[src/rtl/core_pkg.sv]
// Shared core definitions: data width, instruction size and the
// prefetch entry layout carried from fetch to decode.
package core_pkg;

  localparam int unsigned XLEN        = 32;
  localparam int unsigned INSTR_BYTES = 4;

  // One prefetched word together with the address it was fetched from.
  typedef struct packed {
    logic [XLEN-1:0] pc;
    logic [XLEN-1:0] instr;
  } fetch_entry_t;

endpackage : core_pkg

[src/rtl/fetch_fifo.sv]
// Synchronous prefetch FIFO. It has push, pop and flush inputs and an
// occupancy count output. The head entry reads as zero while the FIFO is empty.
module fetch_fifo
  import core_pkg::*;
#(
  parameter  int unsigned DEPTH = 2,
  localparam int unsigned AW    = $clog2(DEPTH),
  localparam int unsigned CW    = AW + 1
) (
  input  logic          i_clk,
  input  logic          i_rst_n,
  input  logic          i_push,
  input  logic          i_pop,
  input  logic          i_flush,
  input  fetch_entry_t  i_wdata,
  output fetch_entry_t  o_head,
  output logic [CW-1:0] o_count
);

  fetch_entry_t  r_mem [DEPTH];
  logic [AW-1:0] r_wr_ptr;
  logic [AW-1:0] r_rd_ptr;
  logic [CW-1:0] r_count;

  // Storage array: written on push, no reset needed since count gates the head.
  always_ff @(posedge i_clk) begin
    if (i_push && !i_flush) begin
      r_mem[r_wr_ptr] <= i_wdata;
    end
  end

  // Pointer and occupancy tracking; flush empties the FIFO and rewinds pointers.
  always_ff @(posedge i_clk or negedge i_rst_n) begin
    if (!i_rst_n) begin
      r_wr_ptr <= '0;
      r_rd_ptr <= '0;
      r_count  <= '0;
    end else if (i_flush) begin
      r_wr_ptr <= '0;
      r_rd_ptr <= '0;
      r_count  <= '0;
    end else begin
      if (i_push) r_wr_ptr <= r_wr_ptr + AW'(1);
      if (i_pop)  r_rd_ptr <= r_rd_ptr + AW'(1);
      case ({i_push, i_pop})
        2'b10:   r_count <= r_count + CW'(1);
        2'b01:   r_count <= r_count - CW'(1);
        default: r_count <= r_count;
      endcase
    end
  end

  // Head entry, forced to zero when nothing is held.
  always_comb begin
    o_head = '0;
    if (r_count != '0) o_head = r_mem[r_rd_ptr];
  end

  assign o_count = r_count;

endmodule : fetch_fifo

[src/rtl/fetch_unit.sv]
// Instruction fetch unit. It holds the PC and presents it to a combinational ROM.
// It prefetches words into fetch_fifo and serves decode over valid/ready.
// A redirect loads a new PC and flushes every prefetched word.
module fetch_unit
  import core_pkg::*;
#(
  parameter logic [XLEN-1:0] RESET_PC   = 32'h0000_0000,
  parameter int unsigned     FIFO_DEPTH = 2
) (
  input  logic            clock,
  input  logic            reset_n,
  output logic [XLEN-1:0] rom_address,
  input  logic [XLEN-1:0] rom_data,
  input  logic            redirect_valid,
  input  logic [XLEN-1:0] redirect_pc,
  output logic            instr_valid,
  input  logic            instr_ready,
  output logic [XLEN-1:0] instr_data,
  output logic [XLEN-1:0] instr_pc
);

  localparam int unsigned     CW        = $clog2(FIFO_DEPTH) + 1;
  localparam logic [CW-1:0]   DEPTH_CNT = CW'(FIFO_DEPTH);
  localparam logic [XLEN-1:0] ALIGN     = ~XLEN'(INSTR_BYTES - 1);

  logic [XLEN-1:0] r_pc;
  logic [CW-1:0]   w_count;
  logic            w_pop;
  logic            w_push;
  logic [XLEN-1:0] w_redirect_pc;
  fetch_entry_t    w_wdata;
  fetch_entry_t    w_head;

  assign w_redirect_pc = redirect_pc & ALIGN;

  // Handshake decode. Pushing into a full FIFO is allowed when the head is
  // leaving in the same cycle. A redirect suppresses the push.
  always_comb begin
    w_pop   = instr_valid & instr_ready;
    w_push  = ~redirect_valid & ((w_count < DEPTH_CNT) | w_pop);
    w_wdata = '{pc: r_pc, instr: rom_data};
  end

  // Program counter: redirect wins, otherwise advance one word per push.
  always_ff @(posedge clock or negedge reset_n) begin
    if (!reset_n) begin
      r_pc <= RESET_PC & ALIGN;
    end else if (redirect_valid) begin
      r_pc <= w_redirect_pc;
    end else if (w_push) begin
      r_pc <= r_pc + XLEN'(INSTR_BYTES);
    end
  end

  fetch_fifo #(
    .DEPTH (FIFO_DEPTH)
  ) u_fifo (
    .i_clk   (clock),
    .i_rst_n (reset_n),
    .i_push  (w_push),
    .i_pop   (w_pop),
    .i_flush (redirect_valid),
    .i_wdata (w_wdata),
    .o_head  (w_head),
    .o_count (w_count)
  );

  assign rom_address = r_pc;
  assign instr_valid = (w_count != '0);
  assign instr_data  = w_head.instr;
  assign instr_pc    = w_head.pc;

endmodule : fetch_unit

[config.mk]
export PLATFORM = sky130hd
export DESIGN_NAME = fetch_unit
export DESIGN_NICKNAME = d
export VERILOG_FILES = /design/src/rtl/core_pkg.sv /design/src/rtl/fetch_fifo.sv /design/src/rtl/fetch_unit.sv
export SDC_FILE = /design/constraint.sdc
export NUM_CORES = 1
export LEC_CHECK = 0
export CAP_MARGIN = 40
export CORE_MARGIN = 10
export CORE_UTILIZATION = 49
export DETAILED_ROUTE_END_ITERATION = 16
export PLACE_DENSITY = 0.86
export SYNTH_ARGS = -nofsm -noshare
export SYNTH_HDL_FRONTEND = slang
export SYNTH_SLANG_ARGS = --single-unit
[constraint.sdc]
create_clock -name clock -period 7.5 [get_ports clock]
set_input_delay 0.75 -clock clock [delete_from_list [all_inputs] [get_ports clock]]
set_output_delay 0.75 -clock clock [all_outputs]
set_load 0.005 [all_outputs]
* Yosys cells after proc, flatten, opt, wreduce, memory -nomap -nowiden
Memory sizes are Yosys's and may differ from the RTL's.
Index checks and enable logic that the tools add are counted.
W data, S select, Z words.
** Storage, ports and cells
- Output and inout port bits :: 97
- Memories kept :: 1
- RAM bits :: 128
- Flip-flop bits (word level) :: 36
- Logic and storage cells :: 34
** Memories
- u_fifo.r_mem :: depth 2, width 64, rd ports 1, clocked after Yosys merged registers in 0, wr ports 1, RTL line fetch_fifo.sv:20 : fetch_entry_t r_mem [DEPTH];
** Operators by class
- Reduce and logical (&&, ||, !) cells :: 6
- $add $sub $neg :: 5
- Bitwise logic cells :: 4
- Equality and inequality tests :: 2
- Muxes and demuxes :: 11
- $lt $le $gt $ge :: 1
** Operator list (number)
- $mux W32 :: 2
- $mux W64 :: 1
- $add A32 B3 Y32 const B :: 1
- $mux W1 :: 6
- $reduce_bool A2 Y1 :: 3
- $pmux W2 S2 :: 1
- $reduce_bool A3 Y1 :: 1
- $add A1 B1 Y1 const B :: 2
- $add A2 B1 Y2 const B :: 1
- $and A1 B1 Y1 :: 2
- $eq A2 B1 Y1 const B :: 1
- $eq A2 B2 Y1 const B :: 1
- $lt A2 B2 Y1 const B :: 1
- $mux W2 :: 1
- $sub A2 B1 Y2 const B :: 1
- $logic_and A1 B1 Y1 :: 1
- $logic_not A1 Y1 :: 1
- $not A1 Y1 :: 1
- $or A1 B1 Y1 :: 1

* Logic depth before layout (Yosys ltp)
- Depth in word-level cells :: 7
- Depth in mapped cells :: 6
- Gate-level depth less buffers :: 5

* Modules after synthesis
Synthesis repeated with hierarchy kept, for this count alone.
** Unflattened totals
- Cells, all modules :: 506
- Area, all modules :: 6941.7 um^2
** Modules (own cells, without submodules)
- fetch_fifo :: cells an instance 289, times used 1, sequential area each 3943.8 um^2, area an instance 5096.1 um^2
- fetch_unit :: cells an instance 217, times used 1, sequential area each 750.7 um^2, area an instance 1845.5 um^2

* Worst setup path before layout
No wires, ideal clock.
- Path type :: in2reg
- From :: in redirect_valid
- To :: mem u_fifo.r_mem[0][0] (netlist name) (enable)
- Path slack :: 1546 ps
- Setup time :: 559 ps
- Path buffers :: 2
- Cell stages on the path :: 3
- Data arrival time :: 5395 ps
- Path through :: clkbuf_1 -> clkbuf_1 -> nor3_1
** Between the ends
- Cells in the longest elaborated chain, start to end :: 5
- Elaborated cells on any way between the ends :: 6
- Classes of those cells :: mux: 2; bitwise: 2; reduce/logical: 2
** Ends and longest elaborated chain
- start: declaration :: RTL line fetch_unit.sv:14 : input logic redirect_valid,
- $not A1 Y1 :: RTL line fetch_unit.sv:40 : w_push = ~redirect_valid & ((w_count < DEPTH_CNT) | w_pop);
- $and A1 B1 Y1 :: RTL line fetch_unit.sv:40
- $logic_and A1 B1 Y1 * :: RTL line fetch_fifo.sv:27 : if (i_push && !i_flush) begin
- $mux W1 * :: RTL line fetch_fifo.sv:27
- $mux W1 (implied by the code) * :: RTL line fetch_fifo.sv:28 : r_mem[r_wr_ptr] <= i_wdata;
- end: declaration :: RTL line fetch_fifo.sv:20
Every way passes the cells marked *; elsewhere a longest branch is shown, timed or not.

* Final worst setup path
- From :: reg u_fifo.r_rd_ptr
- To :: out instr_data[21]
** Between the ends
- Cells in the longest elaborated chain, start to end :: 2
** Ends and longest elaborated chain
- start: declaration :: RTL line fetch_fifo.sv:22 : logic [AW-1:0] r_rd_ptr;
- start signal: assignment :: RTL line fetch_fifo.sv:44 : if (i_pop) r_rd_ptr <= r_rd_ptr + AW'(1);
- $mem_v2 Z2 W64
- $mux W64 :: RTL line fetch_fifo.sv:56 : if (r_count != '0) o_head = r_mem[r_rd_ptr];
- end: declaration :: RTL line fetch_unit.sv:18 : output logic [XLEN-1:0] instr_data,
No other way between the ends.

==> qor.yml <==
status: "completed"
period_share_pct: 41.0
core_sq_um: 13200
hold_violations: 0
gp_congestion: 0.807
ctsResizeCount: 0
overflow: 0
grt_pass1_wl_um: 23900
synth.yosys.seq_area_share_pct: 69.8
port_buffers: 158
synth_top_family_by_area: "simple AND/OR/NAND/NOR gates"
syn-instance-count: 473
max_stage_delay_ps: 740
p_seq_share_pct: 48.1
wirelength_um: 15300
path_cells: "buf_16 > mux2i_1 > nor2_1 > clkdlybuf4s50_1"
p_switching_mw: 0.531
syn-cell-area_sq_um: 6560
dieWidth_um: 136
synth_xor_area_share_pct: 4.01
drtAntennaViolNets: 0
slew_viol_final: 0
post_cts_buffers: 0
hold_path_class: "primary input to async pin"
synth_compound_area_share_pct: 2.31
finClkSkew_ps: 6.98
layout.area.seq_sq_um: 4580
cts_hold_buf: 0
cap_violations: 0
synth_edf_count: 124
final_net_count: 703
final_cells: 823
p_int_mw: 1.71
num_vias: 4286
slew_headroom_pct: 44.5
dieArea_sq_um: 18400
cp.buffers_inverters: 2
io_pins: 165
drt_iter0_drc: 197
p_leak_nw: 3.13
setup_tns_ps: 0
yosys_warnings: 0
cts_tree: "built"
crit_fanout: 38
wl_per_cell_um: 18.6
drcViolationCount: 0
worstPathArrival_ps: 2320
clk_pin_slew_ps: 60
synthSimpleGateAreaFrac_pct: 11.5
syn_to_final_growth_pct: 35.9
cts_buffers: 17
pwr-share-clk_pct: 37.0
root_buffer: "clkbuf_16"
nFillCells: 964
antenna_found_initial: 0
avgSynthCellArea_sq_um: 13.9
insertion_delay_ps: 410
min_period_ps: 3070
endpoint_kind: "output port"
power_frac_comb_pct: 14.9
num_rows: 42
synth_fa_ha_area_share_pct: 0.191
grt_max_degree: 64
powerDensity_nw_per_um2: 252
clkSinkCount: 158
worstMarginPinSlew_ps: 832
yosysUniqueCellTypes: 36
setup_violations: 0
first_pass_iters: 5
irDropWorstVdd_mv: 0.139
ys_ff_latch: 158
drive_above_1_share_pct: 7.88
clockBufferDepth: 2
crit_cells: 4
antenna_cells: 0
timing.fmax_mhz: 325
dp_hpwl_um: 10500
initial_core_util_pct: 49.7
crit_family: "buffers and inverters"
grt_pass1_vias: 4430
ys.flop_type: "edfxtp_1"
r2r_slack_ps: 5170
htreeDepth: 4
critPathSlowestCell: "dfrtp_4"
synth_mux_area_share_pct: 10.1
viasPerCell: 5.21
synthArstFlopShare_pct: 21.5
power_switching_share_pct: 23.7
worstPathRequired_ps: 6750
die_y_um: 136
worstSetupStartpointType: "flip-flop"
rsz0062_at_grt: "no"
r2r_cells: 3
grt_use_total_pct: 16.7
path_class: "flip-flop to output port"
multi_input_area_sq_um: 1870
placed_cells: 791
-- layout by cell type, fill, tap and decap left out, drive strengths merged, types with 3 or more instances in the layout --
| master | netlist | routed |
|---|---|---|
| nor3 | 5 | 5 |
| clkbuf | 13 | 19 |
| edfxtp | 124 | 124 |
| nand2 | 35 | 35 |
| and4 | 4 | 4 |
| o21ai | 27 | 27 |
| mux2i | 63 | 63 |
| inv | 5 | 8 |
| nand3 | 10 | 10 |
| nand4 | 10 | 10 |
| buf | 12 | 8 |
| mux2 | 3 | 3 |
| xor2 | 15 | 15 |
| clkdlybuf4s50 | 0 | 156 |
| conb | 1 | 4 |
| dfrtp | 34 | 34 |
| clkinvlp | 0 | 4 |
| xnor2 | 15 | 15 |
| and3 | 7 | 7 |
| nor4 | 6 | 6 |
| nor2 | 73 | 73 |
| clkinv | 0 | 4 |
-- through the flow --
stage / area [sq um] / total power, mW / hold slack [ps] / utilization [%] / worst slack (ps)
after detailed placement: 8330 / 1.44 / 528 / 63.1 / 4200
after global routing: 8910 / 2.34 / 483 / 67.5 / 4310
after CTS: 8910 / 2.27 / 447 / 67.5 / 4390
after floorplan: 6570 / 1.23 / 454 / - / 1550
after global placement: 8300 / 1.42 / 512 / 62.9 / 4230
final: 8910 / 2.24 / 437 / 67.5 / 4430
-- synth_stat cells, types with 3 or more instances --
library cell | instances | area, sq um
nor2_1 | 73 | 274
buf_1 | 4 | 15.0
nor3_1 | 4 | 20.0
xnor2_1 | 15 | 131
and3_1 | 7 | 43.8
buf_4 | 4 | 30.0
edfxtp_1 | 124 | 3720
o21ai_0 | 24 | 120
mux2i_1 | 63 | 631
clkbuf_1 | 13 | 48.8
inv_1 | 5 | 18.8
nand2_1 | 35 | 131
xor2_1 | 15 | 131
nand4_1 | 9 | 56.3
nand3_1 | 7 | 35.0
and4_1 | 4 | 35.0
dfrtp_1 | 34 | 851
o21ai_1 | 3 | 15.0
nor4_1 | 4 | 25.0
mux2_2 | 3 | 33.8
buf_2 | 4 | 20.0
-- logic make-up (layout without fill, tap and decap cells) --
family / count (synthesis) / in the layout
AO/OA/AOI/OAI: 30 / 30
XOR/XNOR: 30 / 30
adder cells (fa/ha/maj): 1 / 1
buffers and inverters: 30 / 201
flip-flops: 158 / 158
multiplexers: 66 / 66
other: 1 / 4
AND/OR/NAND/NOR: 157 / 157
-- worst reg2reg max path: stages, from the launching register on --
cell and delay [ps]:
dfrtp_1 440, nand2b_1 340, and3_2 570, buf_4 590
-- sequential cells by signal, summed over array words and instances, names as in the netlist --
signal	flops
rom_address	30
u_fifo.o_count	2
u_fifo.r_mem	124
u_fifo.r_rd_ptr	1
u_fifo.r_wr_ptr	1
-- worst paths after layout --
check | from | end
setup / recovery | u_fifo.r_rd_ptr$_DFFE_PN0P_ | instr_data[21]
hold / removal | reset_n | rom_address[15]$_DFFE_PN0P_
setup reg to reg | u_fifo.o_count[1]$_DFFE_PN0P_ | u_fifo.r_mem[1][2]$_DFFE_PP_
hold reg to reg | rom_address[31]$_DFFE_PN0P_ | u_fifo.r_mem[1][63]$_DFFE_PP_
max in group asynchronous | reset_n | u_fifo.r_rd_ptr$_DFFE_PN0P_
min in group clock | rom_address[31]$_DFFE_PN0P_ | u_fifo.r_mem[1][63]$_DFFE_PP_
-- area by class of cell --
cell class | count | share of cell area, %
clock inverter | 13 | 1.55
inverter | 5 | 0.211
multi-input combinational | 288 | 21.0
sequential | 158 | 51.4
timing repair buffer | 164 | 18.4
clock buffer | 19 | 4.97
tap | 176 | 2.47
-- layer usage --
| layer | global-route usage, % | wire length [um] | vias to the layer above |
|---|---|---|---|
| li1 | - | - | 2023 |
| met1 | 19.1 | 5990 | 2071 |
| met2 | 28.3 | 7860 | 165 |
| met3 | 5.42 | 1130 | 27 |
| met4 | 7.12 | 310 | 0 |
| met5 | 0 | 0 | - |
-- power by group through the flow --
stage / Sequential, mW / Clock, mW / Combinational [mW]
after global placement: 1.10 / 0 / 0.318
after detailed placement: 1.10 / 0 / 0.339
after CTS: 1.08 / 0.844 / 0.342
after global routing: 1.09 / 0.884 / 0.364
after floorplan: 1.08 / 0 / 0.148
final: 1.08 / 0.830 / 0.335
No activity file was read; power rests on OpenSTA's default activity.
==> edit 1, RTL diff (config.mk and constraints unchanged) <==
Make the reset (`i_rst_n` and `reset_n`) synchronous in 2 clocked blocks.
--- a/src/rtl/fetch_fifo.sv
+++ b/src/rtl/fetch_fifo.sv
@@ -30,7 +30,7 @@
   end
 
   // Pointer and occupancy tracking; flush empties the FIFO and rewinds pointers.
-  always_ff @(posedge i_clk or negedge i_rst_n) begin
+  always_ff @(posedge i_clk) begin
     if (!i_rst_n) begin
       r_wr_ptr <= '0;
       r_rd_ptr <= '0;
--- a/src/rtl/fetch_unit.sv
+++ b/src/rtl/fetch_unit.sv
@@ -42,7 +42,7 @@
   end
 
   // Program counter: redirect wins, otherwise advance one word per push.
-  always_ff @(posedge clock or negedge reset_n) begin
+  always_ff @(posedge clock) begin
     if (!reset_n) begin
       r_pc <= RESET_PC & ALIGN;
     end else if (redirect_valid) begin
Function: differs if reset_n is asserted again (counterexample within 4 cycles, from zero or initial values and one cycle with reset_n low); with reset_n held inactive, the same outputs for 4 cycles.
==> edit 1 against the unedited design <==
Power shrank 5.5%. Combinational power is 38% lower. Global-route usage grew 0.35 points. Fmax shrank 6.5%. Wire length rose by 7.1%. Final area increased by 2.2%. Highest routed layer unchanged. Register-to-register slack worse by 0.41 ns. Setup slack worse by 0.21 ns. Sequential cell count grew 1. Area after synthesis rose by 3.0%.
==> edit 1: results (changes against the unedited design) <==
[logic_synthesis]
yosys.area_share.adder_pct=0.371  ; +0.18 points
synthMuxAreaShare_pct=9.19  ; -0.94 points
synth-xor-area-share_pct=1.56  ; -2.5 points
synth_compound_area_share_pct=6.08  ; +3.8 points
synth_edf_count=124  ; unchanged
yosys_warnings=0  ; unchanged
ys_seq_area_share_pct=65.5  ; -4.3 points
netlist-cell-type-count=45  ; +25%
ys_top_cells_by_count=edfxtp_1, nor2_1, mux2i_1
synthTopCellsByArea=edfxtp_1, dfxtp_1, mux2i_1
async_reset_ff_share_pct=0  ; -22 points

[sta]
worst_slew_pin_slew_ns=0.811  ; -0.0211 ns
fin_worst_skew_ns=0.0144  ; +0.00746 ns

[place]
place_area_um2=8490  ; +2.0%
pre_cts_slack_ns=3.78  ; -0.426 ns
place_hpwl_um=11400  ; +9.5%
portBuffers=158  ; unchanged
routabilityCongestion=0.888  ; +10%

[cells_and_area]
nets=754  ; +7.3%
diodes=0  ; unchanged
largest_reg_flops=124  ; unchanged
drive_above_1_share_pct=6.31  ; -1.6 points

[grt]
grt.total_usage_pct=17.1  ; +0.35 points
grt_start_max_net_pins=64  ; unchanged
grt_pass1_vias=4776  ; +7.8%
grt_pass1_wl_um=25300  ; +6.0%

[critical_path]
critPathMaxStageDelay_ns=0.67  ; -0.07 ns
worst_ep_arrival_time_ns=3.33  ; +1.01 ns
cp_slowest_cell=nor2_4
crit_fanout=37  ; -2.6%

[route]
vias=4851  ; +13%
met1_length_um=6500  ; +8.5%
initialDrtViolationCount=408  ; +110%
top_layer=met4
dr.pass1.iters=5  ; unchanged
wl_per_cell_um=18.8  ; +0.94%
wl_met2_um=8300  ; +5.6%
routed-wl-met3_um=1440  ; +28%

[pwr]
p_leak_nw=3.00  ; -4.3%
switchingPower_mw=0.473  ; -11%
vdd_drop_max_v=0.000141  ; +1.2%

[clock_tree]
cts_root_buf=clkbuf_16
cts_buffer_depth=2  ; unchanged
numCtsBuffers=17  ; unchanged
clock_latency_ns=0.41  ; about the same
clk_pin_slew_ns=0.06  ; about the same
cts_max_level=4  ; unchanged

[worst_hold_path]
hp-class=flip-flop to flip-flop

[outcome]
status=finished, final reports clean

-- edit 1: cell types whose count changed after synthesis, sizes merged, moves of 7 or more --
cell / before / now
dfxtp: 0 / 35
xnor2: 15 / 8
xor2: 15 / 4
or3: 1 / 9
nand2: 35 / 23
o31a: 0 / 7
dfrtp: 34 / 0
nor4: 6 / 13
-- edit 1: worst paths after layout --
kind                          start                   to  slack (ns)  cells after the start
setup / recovery        instr_ready  u_fifo.r_mem[0][40]        4.21                      5
hold / removal      u_fifo.r_rd_ptr      u_fifo.r_rd_ptr        0.53                      2
setup reg to reg  u_fifo.o_count[1]  u_fifo.r_mem[0][40]        4.76                      4
hold reg to reg     u_fifo.r_rd_ptr      u_fifo.r_rd_ptr        0.53                      2
-- edit 1: power by group through the flow --
stage	clock network, mW	logic, mW	registers (mW)
after floorplan	0	0.0879	1.05
after global placement	0	0.201	1.06
after detailed placement	0	0.211	1.06
after CTS	0.885	0.212	1.04
after global routing	0.934	0.227	1.04
final	0.875	0.209	1.04
-- edit 1: routing by layer --
metal | up-vias | GRT usage [%]
met3 | 17 | 4.52
met4 | 0 | 4.98
li1 | 2294 | -
met5 | - | 0
met2 | 214 | 29.5
met1 | 2326 | 20.5
-- edit 1: cell type report --
cell class              count  area (µm²)
repair buffers            166        1670
inverters                   3        11.3
flip-flops and latches    159        4430
well taps                 176         220
clock buffers              17         425
fillers                   958        4250
multi-input cells         337        2170
clock inverters            15         184
-- edit 1: cells by family after synthesis --
logic type / Yosys count
buf+inv: 39
fa+ha+maj: 2
mux: 62
simple gates: 193
compound gates: 64
xor+xnor: 12
flops: 159
other cells: 1
-- edit 1: metrics by stage --
step	hold slack, ns	util, %	cells
2_1_floorplan	0.480	-	535
3_3_place_gp	0.492	63.3	839
3_5_place_dp	0.513	63.6	841
4_1_cts	0.531	68.2	873
5_1_grt	0.560	68.2	873
6_report	0.530	68.2	873
-- edit 1: critical path: cells and delay by family --
| family | cells | cell delay (ns) |
|---|---|---|
| and+or+nand+nor | 3 | 1.48 |
| buffers and inverters | 2 | 1.07 |
==> edit 2, RTL diff (same settings) <==
Without the edit above. Change the parameter `FIFO_DEPTH` from 2 to 4.
--- a/src/rtl/fetch_unit.sv
+++ b/src/rtl/fetch_unit.sv
@@ -5,7 +5,7 @@
   import core_pkg::*;
 #(
   parameter logic [XLEN-1:0] RESET_PC   = 32'h0000_0000,
-  parameter int unsigned     FIFO_DEPTH = 2
+  parameter int unsigned     FIFO_DEPTH = 4
 ) (
   input  logic            clock,
   input  logic            reset_n,
Check against the original RTL: not equivalent (a bounded check fails within 4 cycles, from zero or initial values and one cycle with reset_n low).
==> edit 2 against the unedited design <==
Clock skew is 0.0047 ns higher. Area after synthesis is 75% higher. Die area is 63% higher. Power is 110% higher. Wire length is 58% higher. Final area is 62% higher. Setup slack worse by 0.99 ns. Sequential cell count is 127 higher. Register-to-register slack better by 0.17 ns. Largest cell class unchanged.
==> edit 2: results (changes against the unedited design) <==
[outcome]
status=finished, final reports clean

[grt]
grtUsageMet1_pct=20.5  ; +1.4 points
grt.total_usage_pct=15.8  ; -0.90 points
use_met2_pct=26.5  ; -1.8 points
grt_start_max_net_pins=71  ; +11%
grt_pass1_vias=6661  ; +50%

[cells_and_area]
fillers=1671  ; +73%
largest_reg_flops=248  ; +100%
nets=873  ; +24%
drive_above_1_share_pct=15.6  ; +7.7 points

[critical_path]
worstRegToRegCells=5  ; +2
rr_startpoint=u_fifo.o_count[2]
critPathMaxStageDelay_ns=0.81  ; +0.07 ns
worst_ep_arrival_time_ns=3.32  ; +1.00 ns
r2r_end=u_fifo.o_count[1]
crit_fanout=36  ; -5.3%
critPathLaunch=u_fifo.r_rd_ptr[0]

[pwr]
p_leak_nw=4.80  ; +53%
vdd_drop_max_v=0.000176  ; +26%
clkPwrFrac_pct=30.7  ; -6.3 points
comb_cell_power_mw=1.18  ; +250%
p_comb_share_pct=25.3  ; +10 points
switchingPower_mw=1.16  ; +120%

[place]
dp.cells=1081  ; +37%
routabilityCongestion=0.739  ; -8.5%
place_area_um2=13500  ; +62%

[sta]
holdWs_ns=0.0560  ; -0.381 ns
worst_slew_pin_slew_ns=0.719  ; -0.113 ns
layout_setup_ws_ns=3.43  ; -0.991 ns

[logic_synthesis]
synth-xor-area-share_pct=2.36  ; -1.6 points
synth_compound_area_share_pct=1.65  ; -0.66 points
synthMuxAreaShare_pct=12.2  ; +2.1 points
ys_top_cells_by_count=edfxtp_1, and2_1, mux4_2
netlist-cell-type-count=38  ; +5.6%
syn_inst=633  ; +34%
async_reset_ff_share_pct=13.0  ; -8.5 points
yosys.area_share.adder_pct=0.719  ; +0.53 points

[clock_tree]
clock_latency_ns=0.54  ; +0.13 ns
cts_max_level=1  ; -3
cts_buffer_depth=3  ; +1

[route]
vias=6186  ; +44%
initialDrtViolationCount=564  ; +190%

[worst_hold_path]
hp-class=input pin to async pin

[edit 2: cell count changes in the layout (fill, tap and decap cells not counted), sizes merged, moves of 5 or more]
cell / change
nand4: +5
mux2i: -62
clkbuf: +28
nor2: -58
and2: +67
o21ai: +5
xnor2: -6
xor2: +7
nand2: +9
edfxtp: +124
mux4: +62
[edit 2: cell type report]
cell class | count | area (µm²) | area share (%)
clock buffer | 47 | 843 | 5.84
clock inverter | 7 | 114 | 0.788
inverter | 4 | 15.0 | 0.104
multi-input combinational | 311 | 2940 | 20.4
sequential | 285 | 8380 | 58.0
tap | 313 | 392 | 2.71
timing repair buffer | 168 | 1760 | 12.2
[edit 2: layer usage]
| layer | up-vias | part of all wire [%] |
|---|---|---|
| li1 | 2771 | - |
| met1 | 3153 | 41 |
| met2 | 232 | 50 |
| met3 | 30 | 7.3 |
| met4 | 0 | 1.4 |
| met5 | - | 0 |
